===== config.mk =====
export PLATFORM = sky130hd
export DESIGN_NAME = spi_slave_reg_ctrl
export DESIGN_NICKNAME = d
export VERILOG_FILES = /design/src/rtl/spi_slave_reg_ctrl.sv
export SDC_FILE = /design/constraint.sdc
export NUM_CORES = 1
export LEC_CHECK = 0
export BUFFER_PORTS_ARGS = -buffer_cell sky130_fd_sc_hd__buf_2
export CAP_MARGIN = 20
export CORE_MARGIN = 8
export CORE_UTILIZATION = 56
export DETAILED_ROUTE_END_ITERATION = 10
export MAX_ROUTING_LAYER = met4
export PLACE_DENSITY = 0.84
export SETUP_SLACK_MARGIN = 0.3
export SYNTH_ARGS = -nofsm -noshare
export SYNTH_HDL_FRONTEND = slang
export SYNTH_SLANG_ARGS = --single-unit

===== constraint.sdc =====
create_clock -name SCLK -period 4.7 [get_ports SCLK]
set_input_delay 0.47 -clock SCLK [delete_from_list [all_inputs] [get_ports SCLK]]
set_output_delay 0.47 -clock SCLK [all_outputs]
set_load 0.05 [all_outputs]

===== src/rtl/spi_slave_reg_ctrl.sv =====
// spi_slave_reg_ctrl: SCLK-clocked SPI slave decoding 32-bit frames into register bank reads/writes.
// Define SPI_FRAME_ERR_EN to add the sticky frame_err output, cleared by writing STATUS_ADDR.
module spi_slave_reg_ctrl #(
    parameter int          NREGS       = 4,
    parameter logic [23:0] RESET_VAL   = 24'h000000,
    parameter logic [6:0]  STATUS_ADDR = 7'h7F
) (
    input  logic                rst,
    input  logic                SCLK,
    input  logic                CS,
    input  logic                MOSI,
    output logic                MISO,
    input  logic [23:0]         status_in,
    output logic [NREGS*24-1:0] regs_out,
    output logic                wr_toggle,
    output logic [6:0]          last_addr
`ifdef SPI_FRAME_ERR_EN
    ,
    output logic                frame_err
`endif
);
    typedef enum logic [1:0] {S_CMD, S_DATA, S_DONE} state_t;
    state_t      r_state;
    logic [5:0]  r_cnt;
    logic [7:0]  r_cmd;
    logic [22:0] r_rx;
    logic [23:0] r_tx;
    logic [23:0] r_regs [NREGS];
    logic [7:0]  w_cmd;
    logic [23:0] w_data, w_rdata, w_status;
    logic        w_frm_rst_n, w_commit, w_in_range;

    assign w_frm_rst_n = rst & ~CS;
    assign w_cmd       = {r_cmd[6:0], MOSI};
    assign w_data      = {r_rx, MOSI};
    assign w_commit    = (r_state == S_DATA) && (r_cnt == 6'd31) && r_cmd[7];
    assign w_in_range  = r_cmd[6:0] < 7'(NREGS);
    assign MISO        = r_tx[23];

    always_comb begin
        w_rdata = (w_cmd[6:0] == STATUS_ADDR) ? w_status : 24'h000000;
        for (int i = 0; i < NREGS; i++)
            if (w_cmd[6:0] == 7'(i)) w_rdata = r_regs[i];
    end

    // CS high acts as an async clear of everything that belongs to the current frame
    always_ff @(posedge SCLK or negedge w_frm_rst_n) begin
        if (!w_frm_rst_n) begin
            r_state <= S_CMD;
            r_cnt   <= 6'd0;
            r_cmd   <= 8'd0;
            r_rx    <= 23'd0;
            r_tx    <= 24'd0;
        end else begin
            if (r_state != S_DONE) r_cnt <= r_cnt + 6'd1;
            if (r_state == S_CMD) begin
                r_cmd <= w_cmd;
                if (r_cnt == 6'd7) begin
                    r_state <= S_DATA;
                    r_tx    <= w_cmd[7] ? 24'h000000 : w_rdata;
                end
            end else if (r_state == S_DATA) begin
                r_rx <= w_data[22:0];
                r_tx <= {r_tx[22:0], 1'b0};
                if (r_cnt == 6'd31) r_state <= S_DONE;
            end
        end
    end

    always_ff @(posedge SCLK or negedge rst) begin
        if (!rst) begin
            for (int i = 0; i < NREGS; i++) r_regs[i] <= RESET_VAL;
            wr_toggle <= 1'b0;
            last_addr <= 7'd0;
        end else if (w_commit && w_in_range) begin
            for (int i = 0; i < NREGS; i++)
                if (r_cmd[6:0] == 7'(i)) r_regs[i] <= w_data;
            wr_toggle <= ~wr_toggle;
            last_addr <= r_cmd[6:0];
        end
    end

    for (genvar g = 0; g < NREGS; g++) begin : g_out
        assign regs_out[24*g +: 24] = r_regs[g];
    end

`ifdef SPI_FRAME_ERR_EN
    // Error flag spans two clock domains: set/clear owners each flip their own bit, flag = XOR
    logic r_err_s, r_err_c, w_frame_err, w_unused;
    assign w_frame_err = r_err_s ^ r_err_c;
    assign frame_err   = w_frame_err;
    assign w_status    = {w_frame_err, status_in[22:0]};
    assign w_unused    = status_in[23];

    always_ff @(posedge CS or negedge rst) begin
        if (!rst) r_err_s <= 1'b0;
        else if (!w_frame_err && r_cnt != 6'd0 && r_cnt != 6'd32) r_err_s <= ~r_err_s;
    end

    always_ff @(posedge SCLK or negedge rst) begin
        if (!rst) r_err_c <= 1'b0;
        else if (w_commit && r_cmd[6:0] == STATUS_ADDR) r_err_c <= r_err_s;
        else if (r_state == S_DONE) r_err_c <= ~r_err_s;
    end
`else
    assign w_status = status_in;
`endif
endmodule


# Yosys cells after proc, flatten, opt, wreduce, memory -nomap -nowiden
# Index checks and enable logic that the tools add are counted.
# word_totals
ff_bits	167
input_bits	28
wordCells	57
# op_classes
add_sub_neg	1
n_lt_le_gt_ge	1
eq_ne	12
muxes	13
n_bitwise	4
reduce_logical	15
# ops
op	count
24-bit 2-to-1 mux	9
7-bit by 2-bit equality test with 1-bit output (second input constant)	4
7-bit by 1-bit equality test with 1-bit output (second input constant)	2
7-bit zero test	2
2-bit AND reduction	6
2-bit 2-to-1 mux	4
7-bit equality test (second input constant)	1
7-bit by 3-bit less-than comparator with 1-bit output (second input constant)	1
6-bit by 1-bit adder with 6-bit output (second input constant)	1
6-bit by 3-bit equality test with 1-bit output (second input constant)	1
6-bit by 5-bit equality test with 1-bit output (second input constant)	1
2-bit nonzero test	2
1-bit logical AND	3
1-bit inverter	3
3-bit AND reduction	1
2-bit by 1-bit equality test with 1-bit output (second input constant)	1
2-bit zero test	1
2-bit by 1-bit != test with 1-bit output (second input constant)	1
2-bit != test (second input constant)	1
1-bit AND	1

# Depth between registers and ports, before layout
# Gate-level depths: netlist of run 1.
# depth
word_depth	9
mapped_depth	9

# Worst setup path after synthesis of run 1
# Ideal clock, no wire load.
# synth_timing
path_kind	flip-flop to flip-flop
start	register r_cnt[0]
end	register r_regs, in the netlist regs_out[75]
arrival_time_ns	1.880
path_slack_ns	2.693
stages_incl_launch_ff	9
period_less_slack_ns	2.007
cell_sequence	dfrtp_1 > ha_1 > nand3b_1 > nor3_2 > and4b_4 > and3_1 > buf_4 > buf_6 > mux2_1
# synth_via
elab_chain_cells	5
# synth_rtl
item	line	rtl
start, declared	24	logic [5:0] r_cnt;
start signal, assigned	55	if (r_state != S_DONE) r_cnt <= r_cnt + 6'd1;
6-bit by 5-bit equality test with 1-bit output	36	assign w_commit = (r_state == S_DATA) && (r_cnt == 6'd31) && r_cmd[7];
1-bit logical AND (2 in a row)	36	
1-bit logical AND	75	end else if (w_commit && w_in_range) begin
2-bit AND reduction (no line)	n/a	
end signal, assigned by index	77	if (r_cmd[6:0] == 7'(i)) r_regs[i] <= w_data;
end, declared	28	logic [23:0] r_regs [NREGS];
# Every way passes these cells.
# A chain may end at the register's enable or synchronous reset.

# Worst setup path after layout of run 1
# layout_timing
start	register r_cmd[5]
end	register r_regs, in the netlist regs_out[94]
# layout_via
elab_chain_cells	3
# layout_rtl
item	line	rtl
start, declared	25	logic [7:0] r_cmd;
start signal, assigned	57	r_cmd <= w_cmd;
7-bit by 3-bit less-than comparator with 1-bit output	37	assign w_in_range = r_cmd[6:0] < 7'(NREGS);
1-bit logical AND	75	
2-bit AND reduction (no line) *	n/a	
# Mark *: on every way between the ends. The rest lies on a longest branch, timed or not.

==> results.sh, run 1 <==
export IMPL_status="finished, final reports clean"
export IMPL_worstPathRequired_ns=5.01
export IMPL_synth_warnings=0
export IMPL_seq_area_frac_synth_pct=55.0
export IMPL_antenna_violations_before_repair=0
export IMPL_setup_tns_ns=0
export IMPL_area_occupied_by_multi_input_gates_sq_mm=0.00319
export IMPL_buffer_ports_inserted=132
export IMPL_cp_data_arrival_time_ns=3.57
export IMPL_drc=0
export IMPL_post_synth_num_cell_types=46
export IMPL_library_cell_contributing_the_largest_single_delay_on_the_critical_path="nor4_4"
export IMPL_cts_max_level=4
export IMPL_number_of_antenna_cells_inserted=0
export IMPL_timing_final_crit_share_pct=69.5
export IMPL_tritoncts_num_sinks=167
export IMPL_clock_insertion_delay_worst_skew_ns=0.44
export IMPL_vias_per_cell=6.43
export IMPL_placement_setup_worst_slack_ns=1.57
export IMPL_grt_pass1_vias=6352
export IMPL_worst_r2r_setup_slack_ns=1.43
export IMPL_synthesized_nets=645
export IMPL_seq_area_sq_mm=0.00418
export IMPL_worst_r2r_path_depth=5
export IMPL_rsz_0062_raised_after_global_routing="no"
export IMPL_cellPowerDensity_mw_per_mm2=341
export IMPL_synth_top_flop_cell="dfrtp_1"
export IMPL_async_flop_share_pct=100
export IMPL_core_sq_mm=0.0132
export IMPL_final_instance_count_excl_fill=924
export IMPL_clock_skew_final_ns=0.0124
export IMPL_post_drt_wl_per_cell_um=24.2
export IMPL_area_growth_syn_to_layout_pct=17.8
export IMPL_final_critical_path_setup_slack_ns=1.43
export IMPL_worstPathMaxFanout=14
export IMPL_detailed_place_area_sq_mm=0.00833
export IMPL_design_portCount=133
export IMPL_synth_most_common_cell="dfrtp_1"
export IMPL_worst_slew_pin_transition_ns=1.01
export IMPL_layout_min_cycle_time_ns=3.27
export IMPL_dr_vias=5938
export IMPL_critical_path_class="reg -> reg"
export IMPL_synthCells=616
export IMPL_final_fill_count=962
export IMPL_hold_path_class="in -> async"
export IMPL_timing_rr_end="regs_out[94]"
export IMPL_grt_max_degree=55
export IMPL_crit_path_max_incr_delay_ns=0.80
export IMPL_netlist_top_cells_count="167 x dfrtp_1, 77 x nand2_1, 62 x mux2_2"
export IMPL_design_area_sq_mm=0.00896
export IMPL_post_route_cells_drive_above_1_share_pct=38.1
export IMPL_row_count=42
export IMPL_grt_first_pass_wirelength_um=35300
export IMPL_synth_avg_cell_area_sq_um=12.3
export IMPL_global_route_overflow_total=0
export IMPL_dp_cells=892
export IMPL_fmax_mhz=306
export IMPL_hold_viol=0
export IMPL_die_h_um=133
export IMPL_cts_made_buffers=17
export IMPL_maxCapViolations=0
export IMPL_place_congestion=0.878
export IMPL_timing_critical_path_cells="nor4_4, and4b_4, and3_1, buf_4, mux2_1"
export IMPL_drt_pre_antenna_iters=7
export IMPL_synth_top_area_share_pct=55.0
export IMPL_placed_wire_length_estimate_after_detailed_placement_um=14500
export IMPL_ys_seq_elements=167
export IMPL_power_static_leakage_nw=4.77
export IMPL_resized_after_cts=0
export IMPL_synth_top_cell_by_area="dfrtp_1"
export IMPL_clock_root_buffer="clkbuf_16"
export IMPL_critPathCaptureType="flip-flop"
export IMPL_max_slew_margin_rel_pct=32.7
export IMPL_finalSetupViolations=0
export IMPL_cts_setup_buffers=0
export IMPL_vdd_drop_max_uv=254
export IMPL_cts_clk_slew_worst_paths_ns=0.06
export IMPL_grt_use_total_pct=26.4
export IMPL_antenna_left=0
export IMPL_first_iter_violations=846
export IMPL_ctsLongestPathBuffers=2
export IMPL_cts_hold_buf=0
export IMPL_finalMaxSlewViolations=0
export IMPL_netlist_top_cells_area="dfrtp_1 55%, mux2_2 9.2%, mux2_4 7.9%, nand2_1 3.8%, o21ai_0 3.2%"
export IMPL_tritoncts="yes"
export IMPL_route_final_wire_length_um=22300
export IMPL_reg2reg_from="r_cmd[5]"
export IMPL_design_final_nets=765
export IMPL_fp_dieArea_sq_mm=0.0176
export IMPL_floorplan_initialDensity_pct=57.4
export IMPL_start_kind="flip-flop"
export IMPL_dieWidth_um=133
export IMPL_synth_enable_flop_cells=0
export IMPL_mappedNetlistArea_sq_mm=0.00760
-- critical path, delay by kind of cell (launching register included) --
| kind | cells | cell delay [ns] |
|---|---|---|
| buffers and inverters | 1 | 0.37 |
| DFF | 1 | 0.45 |
| muxes | 1 | 0.37 |
| and+or+nand+nor | 3 | 1.93 |
-- cell usage in the layout, fill, tap and decap left out, types with 2 or more instances in the layout --
master	n
o22ai_1	14
clkbuf_16	17
o221ai_1	9
nor3_1	3
o2bb2ai_1	13
buf_4	12
mux2_1	20
nand2_4	2
clkinvlp_4	3
nor2b_1	6
a2bb2oi_1	9
nor2_1	25
o21ai_0	48
a22oi_1	22
a21oi_1	2
nand2_1	77
mux2_4	40
dfrtp_1	167
buf_2	131
nand3_1	10
xor2_1	3
and3_1	3
xnor2_1	3
nand4_1	2
nand2b_1	4
clkbuf_1	3
bufinv_16	3
o211ai_1	10
mux2_2	62
clkbuf_8	4
-- worst max-delay path by stage --
stage	start	to	slack (ns)	cells after the start
2_1_floorplan	CS	r_cmd[0]	0.35	1
3_3_place_gp	r_cmd[5]	regs_out[72]	1.71	5
3_5_place_dp	r_cmd[5]	regs_out[88]	1.57	5
4_1_cts	r_cmd[5]	regs_out[93]	1.55	5
5_1_grt	r_cmd[5]	regs_out[85]	1.33	5
6_report	r_cmd[5]	regs_out[94]	1.43	5
-- sequential cells by signal, indices dropped and copies added (netlist names) --
register	cells
r_rx	23
wr_toggle	1
regs_out	96
last_addr	7
r_tx	24
r_cmd	8
r_cnt	6
r_state	2
-- logic make-up (layout without fill, tap and decap cells) --
family | after synthesis | in the layout | synth area share [%]
AO/OA/AOI/OAI | 131 | 131 | 11.6
flip-flops | 167 | 167 | 55.0
AND/OR/NAND/NOR | 145 | 145 | 9.18
multiplexers | 123 | 123 | 20.2
adder cells (fa/ha/maj) | 1 | 1 | 0.165
buffers and inverters | 43 | 175 | 3.21
XOR/XNOR | 6 | 6 | 0.691
-- where the power goes --
group | internal [mW] | total, mW | switching (mW)
registers | 1.45 | 1.48 | 0.0287
clock network | 0.889 | 1.45 | 0.560
logic | 0.0366 | 0.123 | 0.0866
total | 2.38 | 3.05 | 0.675
-- area by class of cell --
type / instances / area share (%)
Tap cell: 176 / 2.46
Clock buffer: 24 / 5.49
Timing Repair Buffer: 144 / 8.49
Clock inverter: 7 / 1.31
Sequential cell: 167 / 46.6
Multi-Input combinational cell: 406 / 35.6
-- metal layers --
layer	vias to the layer above	track usage (%)	share of wire [%]
met5	-	-	0
met4	0	13.6	4.5
met3	93	7.12	9.2
met2	396	40.4	47
met1	2981	31.6	39
li1	2468	-	-
-- through the flow --
step                hold slack [ns]  utilization [%]  power, mW
floorplan                     0.174                -       1.56
global placement              0.446             62.9       1.62
detailed placement            0.450             62.9       1.63
CTS                          0.0839             67.5       3.05
global route                  0.112             67.6       3.13
finish                       0.0614             67.6       3.05
No activity file was read; power rests on OpenSTA's default activity.
==> run 2: changes to the inputs <==
Settings changed: CORE_UTILIZATION 56 to 51, PLACE_DENSITY 0.84 to 0.81.
Clock period 4.7 ns to 2.85 ns, I/O delays scaled along.
==> results.sh, run 2 (synthesis gave the netlist of run 1 again) <==
export IMPL_final_core_utilization_pct=62.5
export IMPL_tritoncts_num_sinks=167
export IMPL_cellPowerDensity_mw_per_mm2=545
export IMPL_vias_per_cell=6.10
export IMPL_cp_data_arrival_time_ns=2.76
export IMPL_dr_vias=5778
export IMPL_design_final_nets=779
export IMPL_tritoncts="yes"
export IMPL_first_iter_violations=539
export IMPL_final_fill_count=1117
export IMPL_clock_skew_final_ns=0.00924
export IMPL_timing_final_crit_share_pct=84.9
export IMPL_max_slew_margin_rel_pct=31.5
export IMPL_placed_wire_length_estimate_after_detailed_placement_um=14700
export IMPL_worstPathMaxFanout=13
export IMPL_dr_wl_met3_um=1780
export IMPL_power_static_leakage_nw=4.84
export IMPL_start_kind="flip-flop"
export IMPL_hold_viol=0
export IMPL_wire_length_on_met2_um=11000
export IMPL_global_route_overflow_total=0
export IMPL_clock_root_buffer="clkbuf_16"
export IMPL_dieWidth_um=138
export IMPL_fp_dieArea_sq_mm=0.0191
export IMPL_finalMaxSlewViolations=0
export IMPL_cts_clk_slew_worst_paths_ns=0.06
export IMPL_design_area_sq_mm=0.00908
export IMPL_setup_tns_ns=0
export IMPL_vdd_drop_max_uv=438
export IMPL_worst_slew_pin_transition_ns=1.02
export IMPL_post_route_cells_drive_above_1_share_pct=39.4
export IMPL_area_growth_syn_to_layout_pct=19.5
export IMPL_antenna_violations_before_repair=0
export IMPL_commonest_non_fill_non_tap_cell_in_the_layout="dfrtp_1"
export IMPL_grt_pass1_vias=6210
export IMPL_die_h_um=138
export IMPL_critical_path_endpoint="r_tx[5]"
export IMPL_worst_r2r_setup_slack_ns=0.43
export IMPL_maxUsedRoutingLayer="met4"
export IMPL_post_drt_wl_per_cell_um=23.7
export IMPL_floorplan_initialDensity_pct=52.3
export IMPL_critPathCaptureType="flip-flop"
export IMPL_worst_r2r_path_depth=6
export IMPL_flip_flop_count_of_the_largest_register_after_layout=96
export IMPL_design_portCount=133
export IMPL_worst_setup_path_startpoint="r_cmd[0]"
export IMPL_cp_buffers_inverters=1
export IMPL_grt_use_total_pct=23.9
export IMPL_detailed_place_area_sq_mm=0.00844
export IMPL_worstPathRequired_ns=3.19
export IMPL_cts_max_level=4
export IMPL_seq_area_sq_mm=0.00418
export IMPL_place_congestion=0.867
export IMPL_library_cell_contributing_the_largest_single_delay_on_the_critical_path="dfrtp_1"
export IMPL_cts_made_buffers=17
export IMPL_core_sq_mm=0.0145
export IMPL_finalSetupViolations=0
export IMPL_hold_path_class="in -> async"
export IMPL_number_of_antenna_cells_inserted=0
export IMPL_antenna_left=0
export IMPL_top_library_cells_by_usage_in_the_layout_fill_and_taps_aside="167 x dfrtp_1, 131 x buf_2, 77 x nand2_1"
export IMPL_grt_max_degree=57
export IMPL_critical_path_class="reg -> reg"
export IMPL_cp_depth=6
export IMPL_layout_min_cycle_time_ns=2.42
export IMPL_fmax_mhz=414
export IMPL_maxCapViolations=0
export IMPL_grt_first_pass_wirelength_um=35300
export IMPL_clock_insertion_delay_worst_skew_ns=0.43
export IMPL_timing_rr_end="r_tx[5]"
export IMPL_reg2reg_from="r_cmd[0]"
export IMPL_wirelength_met1_um=8880
export IMPL_rsz_0062_raised_after_global_routing="no"
export IMPL_area_occupied_by_multi_input_gates_sq_mm=0.00319
export IMPL_row_count=44
export IMPL_route_final_wire_length_um=22500
export IMPL_crit_path_frequent_cell="o21ai_0"
export IMPL_buffer_ports_inserted=132
export IMPL_crit_path_max_incr_delay_ns=0.77
export IMPL_drc=0
export IMPL_ctsLongestPathBuffers=2
export IMPL_timing_critical_path_cells="and4_1, and2_0, buf_4, o2bb2ai_1, o21ai_0, o21ai_0"
export IMPL_critical_path_top_delay_family="simple AND/OR/NAND/NOR gates"
export IMPL_drt_pre_antenna_iters=7
export IMPL_status="finished, final reports clean"
## run 2: how the worst min path moves through the flow
| stage | from | to | slack (ns) | cells past startpoint |
|---|---|---|---|---|
| 4_1_cts | CS | r_tx[19] | 0.18 | 2 |
| 2_1_floorplan | rst | last_addr[0] | -0.01 | 0 |
| 6_report | CS | r_rx[20] | 0.18 | 2 |
| 3_3_place_gp | rst | regs_out[21] | 0.42 | 2 |
| 3_5_place_dp | rst | regs_out[23] | 0.44 | 2 |
| 5_1_grt | status_in[0] | r_tx[0] | 0.19 | 3 |
## run 2: report_power, final
part           leakage, nW  switching, mW  internal [mW]
Sequential            2.26         0.0464           2.40
Combinational         2.30          0.146         0.0666
Clock                0.279          0.933           1.36
## run 2: routing by layer
layer | up-vias | global-route usage (%)
met5 | - | -
met4 | 0 | 10.7
met3 | 69 | 6.10
met2 | 324 | 37.3
met1 | 2900 | 28.9
li1 | 2485 | -
## run 2: worst register-to-register path: cells and delay by family, from the launching register on
kind | cells | cell delay, ns
AND/OR/NAND/NOR | 2 | 0.87
flip-flops | 1 | 0.77
AO/OA/AOI/OAI | 3 | 0.49
buffers and inverters | 1 | 0.20
## run 2: cell type report
type / count / share of cell area, %
Sequential cell: 167 / 46.0
Multi-Input combinational cell: 406 / 35.2
Timing Repair Buffer: 158 / 9.75
Clock buffer: 22 / 5.22
Tap cell: 184 / 2.53
Clock inverter: 10 / 1.34
## run 2: stage by stage
step | total power [mW] | hold WS (ns) | worst slack, ns | std cells
2_1_floorplan | 2.58 | -0.0106 | 0.409 | 616
3_3_place_gp | 2.69 | 0.420 | 0.464 | 910
3_5_place_dp | 2.70 | 0.437 | 0.443 | 910
4_1_cts | 4.97 | 0.177 | 0.388 | 943
5_1_grt | 5.09 | 0.190 | 0.356 | 947
6_report | 4.95 | 0.175 | 0.432 | 947
## run 2: repair_timing
action | CTS | global route
buffers inserted | 0 | 4
hold buffers | 1 | 0
setup endpoints to repair | 0 | 13
hold endpoints to repair | 14 | 0
gates resized for setup | 0 | 1
